**config.mk**
```make
export PLATFORM = sky130hd
export DESIGN_NAME = valid_pattern_generator_flat
export DESIGN_NICKNAME = d
export VERILOG_FILES = /design/src/rtl/valid_pattern_generator_if.sv /design/src/rtl/valid_pattern_generator.sv /design/src/flat_wrapper.sv
export SDC_FILE = /design/constraint.sdc
export NUM_CORES = 1
export LEC_CHECK = 0
export CORE_AREA = 2 2 69 45
export DETAILED_ROUTE_END_ITERATION = 6
export DIE_AREA = 0 0 71 47
export PLACE_DENSITY_LB_ADDON = 0.2
export SYNTH_ARGS = -nofsm -noshare
export SYNTH_HDL_FRONTEND = slang
export SYNTH_SLANG_ARGS = --single-unit
```
**constraint.sdc**
```tcl
create_clock -name i_clk -period 2.03 [get_ports i_clk]
set_input_delay 0.203 -clock i_clk [delete_from_list [all_inputs] [get_ports i_clk]]
set_output_delay 0.203 -clock i_clk [all_outputs]
set_load 0.01 [all_outputs]
```
**src/rtl/valid_pattern_generator_if.sv**
```systemverilog
// Valid-lane pattern generator handshake bundle.
// Ports: block controls, TVLD_L word, busy/done status; inject pins under VALID_ERR_INJECT_EN.
interface valid_pattern_generator_if;
    logic        i_enable_generator;
    logic        i_enable_128;
    logic        i_enable_cons;
    logic        i_start;
    logic        i_stop;
    logic        i_data_valid;
    logic [31:0] TVLD_L;
    logic        o_busy;
    logic        o_pattern_done;
`ifdef VALID_ERR_INJECT_EN
    logic        i_inject_err;
    logic [31:0] i_err_mask;
`endif

    modport master (
`ifdef VALID_ERR_INJECT_EN
        output i_inject_err,
        output i_err_mask,
`endif
        output i_enable_generator,
        output i_enable_128,
        output i_enable_cons,
        output i_start,
        output i_stop,
        output i_data_valid,
        input  TVLD_L,
        input  o_busy,
        input  o_pattern_done
    );

    modport slave (
`ifdef VALID_ERR_INJECT_EN
        input  i_inject_err,
        input  i_err_mask,
`endif
        input  i_enable_generator,
        input  i_enable_128,
        input  i_enable_cons,
        input  i_start,
        input  i_stop,
        input  i_data_valid,
        output TVLD_L,
        output o_busy,
        output o_pattern_done
    );
endinterface

```
**src/rtl/valid_pattern_generator.sv**
```systemverilog
// Mainband TX valid-lane generator: VALTRAIN burst/continuous runs and mission framing.
// Ports: i_clk, i_rst_n (async low), bus (slave): controls in, TVLD_L/o_busy/o_pattern_done out.
// Optional macro VALID_ERR_INJECT_EN: XORs i_err_mask into pattern beats when i_inject_err=1.
module valid_pattern_generator #(
    parameter int ITERATIONS = 128,
    parameter int BEAT_CNT_W = 8
) (
    input logic                      i_clk,
    input logic                      i_rst_n,
    valid_pattern_generator_if.slave bus
);

    localparam logic [31:0] PATTERN = 32'hF0F0_F0F0;
    localparam logic [BEAT_CNT_W-1:0] LAST_BEAT =
        BEAT_CNT_W'(ITERATIONS / 4 - 1);
    localparam logic [BEAT_CNT_W-1:0] CNT_MAX = '1;

    typedef enum logic [1:0] {
        IDLE,
        BURST,
        CONT,
        DONE
    } state_t;

    state_t                state;
    logic [BEAT_CNT_W-1:0] beat_cnt;
    logic [31:0]           tvld_q;
    logic                  busy_q;
    logic                  done_q;

    logic        en;
    logic        mode_burst;
    logic        mode_cont;
    logic        mode_mission;
    logic [31:0] beat_word;

    assign en           = bus.i_enable_generator;
    assign mode_burst   = !bus.i_enable_cons &&  bus.i_enable_128;
    assign mode_cont    =  bus.i_enable_cons && !bus.i_enable_128;
    assign mode_mission = !bus.i_enable_cons && !bus.i_enable_128;

`ifdef VALID_ERR_INJECT_EN
    assign beat_word = bus.i_inject_err ? (PATTERN ^ bus.i_err_mask)
                                        : PATTERN;
`else
    assign beat_word = PATTERN;
`endif

    assign bus.TVLD_L         = tvld_q;
    assign bus.o_busy         = busy_q;
    assign bus.o_pattern_done = done_q;

    always_ff @(posedge i_clk or negedge i_rst_n) begin
        if (!i_rst_n) begin
            state    <= IDLE;
            beat_cnt <= '0;
            tvld_q   <= '0;
            busy_q   <= 1'b0;
            done_q   <= 1'b0;
        end else begin
            unique case (state)
                IDLE: begin
                    done_q   <= 1'b0;
                    beat_cnt <= '0;
                    if (bus.i_start && en && mode_burst) begin
                        state  <= BURST;
                        tvld_q <= beat_word;
                        busy_q <= 1'b1;
                    end else if (bus.i_start && en && mode_cont) begin
                        state  <= CONT;
                        tvld_q <= beat_word;
                        busy_q <= 1'b1;
                    end else begin
                        // Mission framing: one cycle behind i_data_valid.
                        tvld_q <= (en && mode_mission && bus.i_data_valid)
                                  ? PATTERN : '0;
                        busy_q <= 1'b0;
                    end
                end
                BURST: begin
                    if (!en || !mode_burst) begin
                        state    <= IDLE;
                        tvld_q   <= '0;
                        busy_q   <= 1'b0;
                        beat_cnt <= '0;
                    end else if (beat_cnt == LAST_BEAT) begin
                        // The start beat already went out from IDLE,
                        // so this edge closes the run.
                        state    <= DONE;
                        tvld_q   <= '0;
                        busy_q   <= 1'b0;
                        done_q   <= 1'b1;
                        beat_cnt <= '0;
                    end else begin
                        tvld_q   <= beat_word;
                        beat_cnt <= beat_cnt + 1'b1;
                    end
                end
                CONT: begin
                    if (!en || !mode_cont) begin
                        state    <= IDLE;
                        tvld_q   <= '0;
                        busy_q   <= 1'b0;
                        beat_cnt <= '0;
                    end else if (bus.i_stop) begin
                        state    <= DONE;
                        tvld_q   <= '0;
                        busy_q   <= 1'b0;
                        done_q   <= 1'b1;
                        beat_cnt <= '0;
                    end else begin
                        tvld_q <= beat_word;
                        if (beat_cnt != CNT_MAX) begin
                            beat_cnt <= beat_cnt + 1'b1;
                        end
                    end
                end
                DONE: begin
                    state    <= IDLE;
                    tvld_q   <= '0;
                    busy_q   <= 1'b0;
                    done_q   <= 1'b0;
                    beat_cnt <= '0;
                end
                default: begin
                    state <= IDLE;
                end
            endcase
        end
    end

endmodule

```
**src/flat_wrapper.sv**
```systemverilog
// flat-port wrapper written by rule: the top's interface ports become plain ports
module valid_pattern_generator_flat 
#(
    parameter int ITERATIONS = 128,
    parameter int BEAT_CNT_W = 8
)
  (i_clk, i_rst_n, bus_i_enable_generator, bus_i_enable_128, bus_i_enable_cons, bus_i_start, bus_i_stop, bus_i_data_valid, bus_TVLD_L, bus_o_busy, bus_o_pattern_done);
  valid_pattern_generator_if bus_i ();
  input logic i_clk;
  input logic i_rst_n;
  input wire logic [$bits(bus_i.i_enable_generator)-1:0] bus_i_enable_generator;
  input wire logic [$bits(bus_i.i_enable_128)-1:0] bus_i_enable_128;
  input wire logic [$bits(bus_i.i_enable_cons)-1:0] bus_i_enable_cons;
  input wire logic [$bits(bus_i.i_start)-1:0] bus_i_start;
  input wire logic [$bits(bus_i.i_stop)-1:0] bus_i_stop;
  input wire logic [$bits(bus_i.i_data_valid)-1:0] bus_i_data_valid;
  output wire logic [$bits(bus_i.TVLD_L)-1:0] bus_TVLD_L;
  output wire logic [$bits(bus_i.o_busy)-1:0] bus_o_busy;
  output wire logic [$bits(bus_i.o_pattern_done)-1:0] bus_o_pattern_done;
  assign bus_i.i_enable_generator = bus_i_enable_generator;
  assign bus_i.i_enable_128 = bus_i_enable_128;
  assign bus_i.i_enable_cons = bus_i_enable_cons;
  assign bus_i.i_start = bus_i_start;
  assign bus_i.i_stop = bus_i_stop;
  assign bus_i.i_data_valid = bus_i_data_valid;
  assign bus_TVLD_L = bus_i.TVLD_L;
  assign bus_o_busy = bus_i.o_busy;
  assign bus_o_pattern_done = bus_i.o_pattern_done;
  valid_pattern_generator #(.ITERATIONS(ITERATIONS), .BEAT_CNT_W(BEAT_CNT_W)) u_core (.i_clk(i_clk), .i_rst_n(i_rst_n), .bus(bus_i));
endmodule
```
==> results.cfg <==
[layout]
fillers = 273
drive_gt1_frac = 0.09489
final_common_cell = clkdlybuf4s50_1
design_area_um2 = 1291
nets = 151
mostFrequentLayoutCells = clkdlybuf4s50_1, conb_1, dfrtp_1
diodes = 0
synthToLayoutAreaGrowth_pct = 18.08

[synthesis]
ys_seq_area_frac = 0.2975
synthDistinctLibCells = 35
syn_area_um2 = 1094
yosys.area_share.simple = 0.1705
postSynthAreaPerCell_um2 = 9.113
synth_top_family_by_area = buffers and inverters
yosys_most_used_dff = dfrtp_1
synth_enable_flop_cells = 0
synth_warnings = 0
ys_ff_latch = 13
synth.area.mux_share = 0.04005
synthXorXnorAreaFrac = 0.04805
synth-compound-area-share = 0.1453
synth_fa_ha_area_frac = 0.05721
netlist_instances = 120
async_flop_share = 1.000

[floorplan]
die_h_um = 47
ios = 42
core-area_um2 = 2721
die_area_um2 = 3337
rows = 15
die_x_um = 71
initial_core_util = 0.4018

[power_and_ir_drop]
power.total_mw = 1.266
leakage_nw = 0.5654
p_per_area_nw_per_um2 = 980.3
ir_drop_mv = 0.5610

[cts]
clkLatencyLatePin_ns = 0.25
cts_hold_buf = 0
clock_sinks = 13
cts_buffer_depth = 2
cts_tree = yes
cts-buffers-inserted = 3
ctsRootBufferMaster = clkbuf_8
clk_pin_slew_ns = 0.06
h-tree-depth = 1

[timing]
worst_pin_slew_ns = 0.6199
rsz0062_at_grt = false
min_period_over_period = 0.8907
timing.fmax_mhz = 553.1
hold_viol_final = 0
fin_tns_setup_ns = 0
setup_viol = 0
slew_headroom = 0.5854
finalMaxSlewViolations = 0
layout_min_cycle_time_ns = 1.808
fin_skew_ns = 0.002297

[routing]
vias = 786
ant_nets = 0
dr.first_iter.drc_count = 45
drt-total-wl_mm = 2.121
wl_per_cell_um = 12.40
vias_per_cell = 4.596
drc = 0
firstDrtPassIters = 4

[place]
placed_area_um2 = 1242
port_buffers = 25
gp_congestion = 0.8117
dp_hpwl_mm = 1.658

[setup_path]
cp_max_fo = 6
critical_path_class = reg -> reg
critPathLaunchType = flip-flop
reg2reg_to = u_core.state[1]
crit-reg2reg-launch = u_core.beat_cnt[0]
reg2reg_slack_ns = 0.22
worstPathRequired_ns = 2.16
rr_worst_depth = 5
cp-end-kind = flip-flop
worstPathArrival_ns = 1.94

[min_path]
worstHoldPathType = in -> async

[global_routing]
grt_pass1_wl_mm = 3.436
grt_max_degree = 17
antenna_found_initial = 0
grt-ovfl-total = 0
grt_use_total = 0.1419
grt_pass1_vias = 703

[job]
drv_cap = 0

[outcome]
status = finished, final reports clean
-- where the power goes --
group	internal [mW]	switching, mW	total [mW]
Clock	0.139	0.0981	0.237
Combinational	0.386	0.294	0.680
Sequential	0.299	0.0501	0.349
-- cell families after synthesis --
group	Yosys count
fa+ha+maj	5
xor+xnor	6
buf+inv	38
mux	4
compound gates	22
simple gates	31
flops	13
other cells	1
-- flip-flops by register name, indices dropped and copies added, names as in the netlist --
name                       count
u_core.bus.TVLD_L              1
u_core.beat_cnt                8
u_core.state                   2
u_core.bus.o_busy              1
u_core.bus.o_pattern_done      1
-- cell usage after synthesis (2+ instances only) --
| library cell | number | share of area |
|---|---|---|
| o21a_1 | 2 | 0.014 |
| mux2_1 | 3 | 0.031 |
| inv_1 | 6 | 0.021 |
| nand3_1 | 4 | 0.018 |
| nor2_1 | 4 | 0.014 |
| o21ai_0 | 2 | 0.0092 |
| nand2_1 | 8 | 0.027 |
| nand2b_1 | 4 | 0.023 |
| ha_1 | 5 | 0.057 |
| dfrtp_1 | 13 | 0.30 |
| o21ai_1 | 10 | 0.046 |
| nor3_1 | 2 | 0.0092 |
| buf_4 | 31 | 0.21 |
| xnor2_1 | 5 | 0.040 |
-- metrics by stage --
| stage | hold WS, ns | util | worst slack, ns | instances |
|---|---|---|---|---|
| after floorplan | -0.09259 | - | 0.3469 | 135 |
| after global placement | 0.4815 | 0.4566 | 0.1775 | 167 |
| after detailed placement | 0.4843 | 0.4566 | 0.1276 | 167 |
| after CTS | 0.3656 | 0.4731 | 0.1306 | 171 |
| after global routing | 0.3974 | 0.4745 | 0.1191 | 171 |
| final | 0.3450 | 0.4745 | 0.2219 | 171 |
-- cell type report --
cell class                 instances  area, um2  area share
tap                               34      42.54     0.03295
clock buffer                       4      45.04     0.03488
timing repair buffer              30      287.8      0.2229
sequential                        13      325.3      0.2519
multi-input combinational         84      568.0      0.4399
inverter                           6      22.52     0.01744
-- worst max-delay path, stage by stage (launching register included) --
cell,delay (ns)
dfrtp_1,0.40
ha_1,0.25
nand4_2,0.21
o41ai_4,0.32
nand3_1,0.18
mux2_1,0.33
-- worst max path at each step --
stage | startpoint | end | slack, ns | cells past startpoint
global placement | u_core.state[0] | u_core.beat_cnt[0] | 0.18 | 6
CTS | u_core.state[0] | u_core.beat_cnt[0] | 0.13 | 6
detailed placement | bus_i_enable_128 | u_core.beat_cnt[0] | 0.13 | 5
global route | u_core.state[0] | u_core.beat_cnt[1] | 0.12 | 6
finish | u_core.beat_cnt[0] | u_core.state[1] | 0.22 | 5
floorplan | u_core.state[0] | u_core.beat_cnt[0] | 0.35 | 7
-- per-layer routing --
metal / share of wire / vias to the layer above / global-route usage / wire [um]
li1: - / 397 / - / -
met1: 0.50 / 361 / 0.1847 / 1058
met2: 0.44 / 23 / 0.2187 / 924
met3: 0.051 / 5 / 0.05365 / 108
met4: 0.014 / 0 / 0.05660 / 29
met5: 0 / - / 0 / 0
-- timing repair --
action	4_1_cts	5_1_grt
setup buffers	0	0
gates resized for setup	0	1
endpoints found under the setup margin	0	2
(Power assumes the default switching activity.)
